`config.mk`:
```
export PLATFORM = sky130hd
export DESIGN_NAME = instruction_fetch_unit
export DESIGN_NICKNAME = d
export VERILOG_FILES = /design/src/rtl/instruction_fetch_unit.sv
export SDC_FILE = /design/constraint.sdc
export NUM_CORES = 1
export LEC_CHECK = 0
export CELL_PAD_IN_SITES_DETAIL_PLACEMENT = 0
export CELL_PAD_IN_SITES_GLOBAL_PLACEMENT = 1
export CORE_UTILIZATION = 41
export DETAILED_ROUTE_END_ITERATION = 8
export GPL_TIMING_DRIVEN = 0
export PLACE_DENSITY = 0.8
export RECOVER_POWER = 50
export SETUP_SLACK_MARGIN = 0.3
export SLEW_MARGIN = 10
export SYNTH_ARGS = -nofsm -noshare
export SYNTH_HDL_FRONTEND = slang
export SYNTH_SLANG_ARGS = --single-unit
export TNS_END_PERCENT = 1
```
`constraint.sdc`:
```
create_clock -name clk -period 3.4 [get_ports clk]
set_clock_uncertainty 0.05 [all_clocks]
set_input_delay 0.85 -clock clk [delete_from_list [all_inputs] [get_ports clk]]
set_output_delay 0.85 -clock clk [all_outputs]
set_load 0.01 [all_outputs]
```
`src/rtl/instruction_fetch_unit.sv`:
```
// Fetch stage: owns the PC, issues credit-limited word fetches to instruction
// memory, buffers in-order responses for decode and drains stale fetches on redirect.
module instruction_fetch_unit #(
   parameter int unsigned     XLEN      = 32,
   parameter logic [XLEN-1:0] RESET_PC  = 32'h0000_0000,
   parameter int unsigned     BUF_DEPTH = 2
) (
   input  logic            clk,
   input  logic            reset,
   output logic            imem_req_valid,
   input  logic            imem_req_ready,
   output logic [XLEN-1:0] imem_req_addr,
   input  logic            imem_rsp_valid,
   input  logic [XLEN-1:0] imem_rsp_data,
   input  logic            redirect_valid,
   input  logic [XLEN-1:0] redirect_pc,
   output logic            inst_valid,
   input  logic            inst_ready,
   output logic [XLEN-1:0] inst_data,
   output logic [XLEN-1:0] inst_pc
);
   localparam int unsigned PW = $clog2(BUF_DEPTH);
   localparam int unsigned CW = $clog2(BUF_DEPTH + 1);

   typedef enum logic {RUN, DRAIN} state_e;

   state_e          state_q;
   logic [XLEN-1:0] fetch_pc_q, rsp_pc_q;
   logic [CW-1:0]   outstanding_q, drop_cnt_q, count_q;
   logic [PW-1:0]   wr_ptr_q, rd_ptr_q;
   logic [XLEN-1:0] buf_data_q [BUF_DEPTH];
   logic [XLEN-1:0] buf_pc_q   [BUF_DEPTH];

   logic [XLEN-1:0] redir_pc;
   logic            credit_ok, req_fire, push, pop;
   logic [CW-1:0]   outstanding_d, count_d, drop_d;

   assign redir_pc = redirect_pc & ~XLEN'(3);

   // Occupancy plus in-flight fetches never exceeds the buffer, so every
   // response is guaranteed a free slot.
   assign credit_ok = ({1'b0, count_q} + {1'b0, outstanding_q}) < (CW+1)'(BUF_DEPTH);

   assign imem_req_valid = reset && (state_q == RUN) && credit_ok && !redirect_valid;
   assign imem_req_addr  = fetch_pc_q;
   assign req_fire       = imem_req_valid && imem_req_ready;

   assign push       = (state_q == RUN) && imem_rsp_valid && !redirect_valid;
   assign inst_valid = (count_q != '0);
   assign pop        = inst_valid && inst_ready && !redirect_valid;
   assign inst_data  = buf_data_q[rd_ptr_q];
   assign inst_pc    = buf_pc_q[rd_ptr_q];

   assign outstanding_d = outstanding_q + CW'(req_fire) - CW'(imem_rsp_valid);
   assign count_d       = count_q + CW'(push) - CW'(pop);
   // A response landing in the redirect cycle is already stale and is dropped here.
   assign drop_d        = outstanding_q - CW'(imem_rsp_valid);

   always_ff @(posedge clk or negedge reset) begin
      if (!reset) begin
         state_q       <= RUN;
         fetch_pc_q    <= RESET_PC;
         rsp_pc_q      <= RESET_PC;
         outstanding_q <= '0;
         drop_cnt_q    <= '0;
         count_q       <= '0;
         wr_ptr_q      <= '0;
         rd_ptr_q      <= '0;
         for (int i = 0; i < int'(BUF_DEPTH); i++) begin
            buf_data_q[i] <= '0;
            buf_pc_q[i]   <= '0;
         end
      end else begin
         outstanding_q <= outstanding_d;
         case (state_q)
            RUN: begin
               if (redirect_valid) begin
                  fetch_pc_q <= redir_pc;
                  rsp_pc_q   <= redir_pc;
                  count_q    <= '0;
                  wr_ptr_q   <= '0;
                  rd_ptr_q   <= '0;
                  drop_cnt_q <= drop_d;
                  if (drop_d != '0) state_q <= DRAIN;
               end else begin
                  if (req_fire) fetch_pc_q <= fetch_pc_q + XLEN'(4);
                  if (push) begin
                     buf_data_q[wr_ptr_q] <= imem_rsp_data;
                     buf_pc_q[wr_ptr_q]   <= rsp_pc_q;
                     wr_ptr_q             <= wr_ptr_q + 1'b1;
                     rsp_pc_q             <= rsp_pc_q + XLEN'(4);
                  end
                  if (pop) rd_ptr_q <= rd_ptr_q + 1'b1;
                  count_q <= count_d;
               end
            end
            DRAIN: begin
               if (imem_rsp_valid) begin
                  drop_cnt_q <= drop_cnt_q - 1'b1;
                  if (drop_cnt_q == CW'(1)) state_q <= RUN;
               end
               if (redirect_valid) begin
                  fetch_pc_q <= redir_pc;
                  rsp_pc_q   <= redir_pc;
               end
            end
            default: state_q <= RUN;
         endcase
      end
   end

   // Memory may only answer requests it accepted; a response with nothing
   // outstanding (or nothing left to drop while draining) is a protocol bug.
   assert property (@(posedge clk) disable iff (!reset)
      imem_rsp_valid |-> (outstanding_q != '0) && ((state_q == RUN) || (drop_cnt_q != '0)));

endmodule
```
==> results.cfg, run 1 <==
[synth]
synth-compound-area-share_pct = 8.44
synthAdderAreaFrac_pct = 1.25
synth_mux_area_share_pct = 22.7
synth_edf_count = 0
ys_warn_count = 0
syn-mean-instance-area_um2 = 11.6
synth_area_um2 = 9630
synth_xor_area_share_pct = 2.18
synth_top_family_by_area = multiplexers
yosysTopAreaCell = dfrtp_1
synth_top_area_share_pct = 50.1
dominantRegCellSynth = dfrtp_1
synth_area_leaders = dfrtp_1 (50%), mux2_2 (22%), nand2_1 (1.7%)
ys_seq_area_share_pct = 50.1
synth_cells = 827
yosys_register_bits = 193
yosys.area_share.simple_pct = 12.3
async_reset_ff_share_pct = 100
ys_types = 63

[placed_design]
place_congestion = 0.986
post-place-ws_ns = -0.551
dpl_cell_area_um2 = 11700
dp_hpwl_um = 18500
dpl.cell_count = 1304
io_buffers = 160

[finish]
layout_common_cells = dfrtp_1 (193), mux2_2 (188), clkdlybuf4s50_1 (127), nand2_1 (44), nor2_1 (40)
layout.cells.non_filler = 1336
fin_nets = 1089
drive_above_1_share_pct = 26.5
mostFrequentLayoutCell = dfrtp_1
diodes = 0
stdcell_area_um2 = 12300
syn_to_final_growth_pct = 28.0

[pwr]
peakVddDrop_uv = 296
power_frac_comb_pct = 42.6
power.density_nw_per_um2 = 826
power.total_w = 0.0102
p_seq_share_pct = 37.1
p_leak_nw = 5.03
p_switching_w = 0.00331
power_frac_clock_pct = 20.3
internal_power_w = 0.00687
switching_share_pct = 32.5

[route]
viasPerCell = 5.58
finalWirelength_um = 25800
drt_iter0_drc = 486
vias = 7459
wl_per_cell_um = 19.3
drc = 0
drt-pass1-iter-count = 5
ant_nets = 0

[sta]
slew_violations = 0
post-route-period-util_pct = 94.2
setup_viol = 0
hold_viol = 0
hold_slack_ns = 0.328
relSlewSlack_pct = 0.658
finalCriticalPeriod_ns = 3.20
tightest_slew_ns = 1.49
timing.fmax_ghz = 0.312
rsz0062_at_grt = yes
fin_ws_ns = 0.197

[global_routing]
grt_usage_pct = 22.2
grt_antenna_before_repair = 0
first_global_vias = 7374
grt_pass1_wl_um = 41300
grt-ovfl-total = 0
grt_max_degree = 114

[setup_path]
crit_buf_inv = 4
critPathRequiredTime_ns = 2.50
regToRegSetupSlack_ns = 0.42
cp_top_family = buffers and inverters
crit_fanout = 10
cp-start-kind = input pin
cp.arrival_ns = 2.30
slowest_stage = or2_2
path_class = input pin to primary output
path_cells = clkbuf_1 -> or2_2 -> clkbuf_4 -> clkbuf_8 -> nor4b_2 -> clkbuf_2
max_stage_delay_ns = 0.40
endpoint_kind = primary output

[clock_network]
clock_sink_count = 193
clock_path_buffers = 2
cts_tree = done
clock_latency_ns = 0.43
clk_pin_slew_worst_paths_ns = 0.08
cts_buffers = 17
htree_levels = 4
post_cts_buffers = 0
cts-root-buf = clkbuf_16

[die]
initial_utilization_pct = 42.2
dieArea_um2 = 24100
die_w_um = 155
die_height_um = 155
io_pins = 168
rows = 55
core_area_um2 = 22800

[flow_run]
cap_violations = 0

[status]
status = finished clean

[min_path]
hold_path_class = input pin to asynchronous set/reset pin
area by class of cell:
type / instances / area [um^2]
Fill cell: 2063 / 10500
Timing Repair Buffer: 161 / 1610
Clock buffer: 19 / 453
Clock inverter: 13 / 149
Sequential cell: 193 / 4830
Inverter: 12 / 45.0
Multi-Input combinational cell: 572 / 4580
Tap cell: 313 / 392
Buffer: 53 / 274
synth_stat cells (5+ instances only):
cell type / n
a31oi_1: 10
a21oi_1: 25
xor2_1: 11
buf_2: 15
ha_1: 8
and3_1: 13
a21boi_0: 5
dfrtp_1: 193
nand3_1: 21
nand2_1: 44
o22ai_1: 5
inv_1: 12
nand4_1: 16
and4_1: 14
mux2_2: 188
xnor2_1: 13
nor4_1: 11
nor2_1: 44
and2_1: 9
nor3_1: 17
a211oi_1: 7
a311oi_1: 10
nand2b_1: 5
clkbuf_1: 32
o21ai_0: 33
final timing paths:
check                                     from               end  cells past startpoint
max in group asynchronous                reset     buf_data_q[0]                      2
worst min-delay path                     reset  imem_req_addr[7]                      1
worst max-delay path            redirect_valid    imem_req_valid                      6
worst min register to register  buf_data_q[63]    buf_data_q[63]                      1
worst max register to register      count_q[0]  outstanding_q[1]                     10
min in group clk                buf_data_q[63]    buf_data_q[63]                      1
metal layers:
metal	up-vias	part of all wire, %	global-route usage, %
li1	3425	-	-
met1	3692	47	32.3
met2	312	45	33.9
met3	30	6.3	3.51
met4	0	1.6	7.33
met5	-	0	0
flip-flops by register name, indices dropped and copies added, names as in the netlist:
register / flops
outstanding_q: 2
buf_pc_q: 60
state_q: 1
rsp_pc_q: 30
buf_data_q: 64
drop_cnt_q: 2
imem_req_addr: 30
count_q: 2
wr_ptr_q: 1
rd_ptr_q: 1
power groups by stage:
stage               Sequential [W]  Clock, W  Combinational, W
floorplan                  0.00366         0           0.00246
global placement           0.00378         0           0.00425
detailed placement         0.00382         0           0.00431
CTS                        0.00378   0.00210           0.00436
global route               0.00391   0.00220           0.00468
finish                     0.00378   0.00206           0.00434
stage by stage:
step	setup TNS, ns	utilization [%]
3_3_place_gp	-1611.38	50.9
2_1_floorplan	0	-
3_5_place_dp	-49.31	51.1
5_1_grt	0	54.0
6_report	0	54.0
4_1_cts	0	53.8
kinds of logic after synthesis:
| kind of cell | Yosys count |
|---|---|
| buffers and inverters | 65 |
| adder cells (fa/ha/maj) | 9 |
| flip-flops | 193 |
| other | 1 |
| XOR/XNOR | 24 |
| multiplexers | 195 |
| AND/OR/NAND/NOR | 216 |
| AO/OA/AOI/OAI | 124 |
repair_timing:
action	in CTS	in global routing
setup endpoints to repair	185	199
gates cloned	0	0
gates resized for setup	18	26
pin swaps	0	0
hold endpoints to repair	0	0
hold buffers	0	0
(Power assumes the default switching activity.)
==> run 2: changes to the inputs <==
CTS_CLUSTER_DIAMETER = 200   (was default)
==> results of run 2 <==
The final DEF is identical to that of run 1; final timing and power are the same.
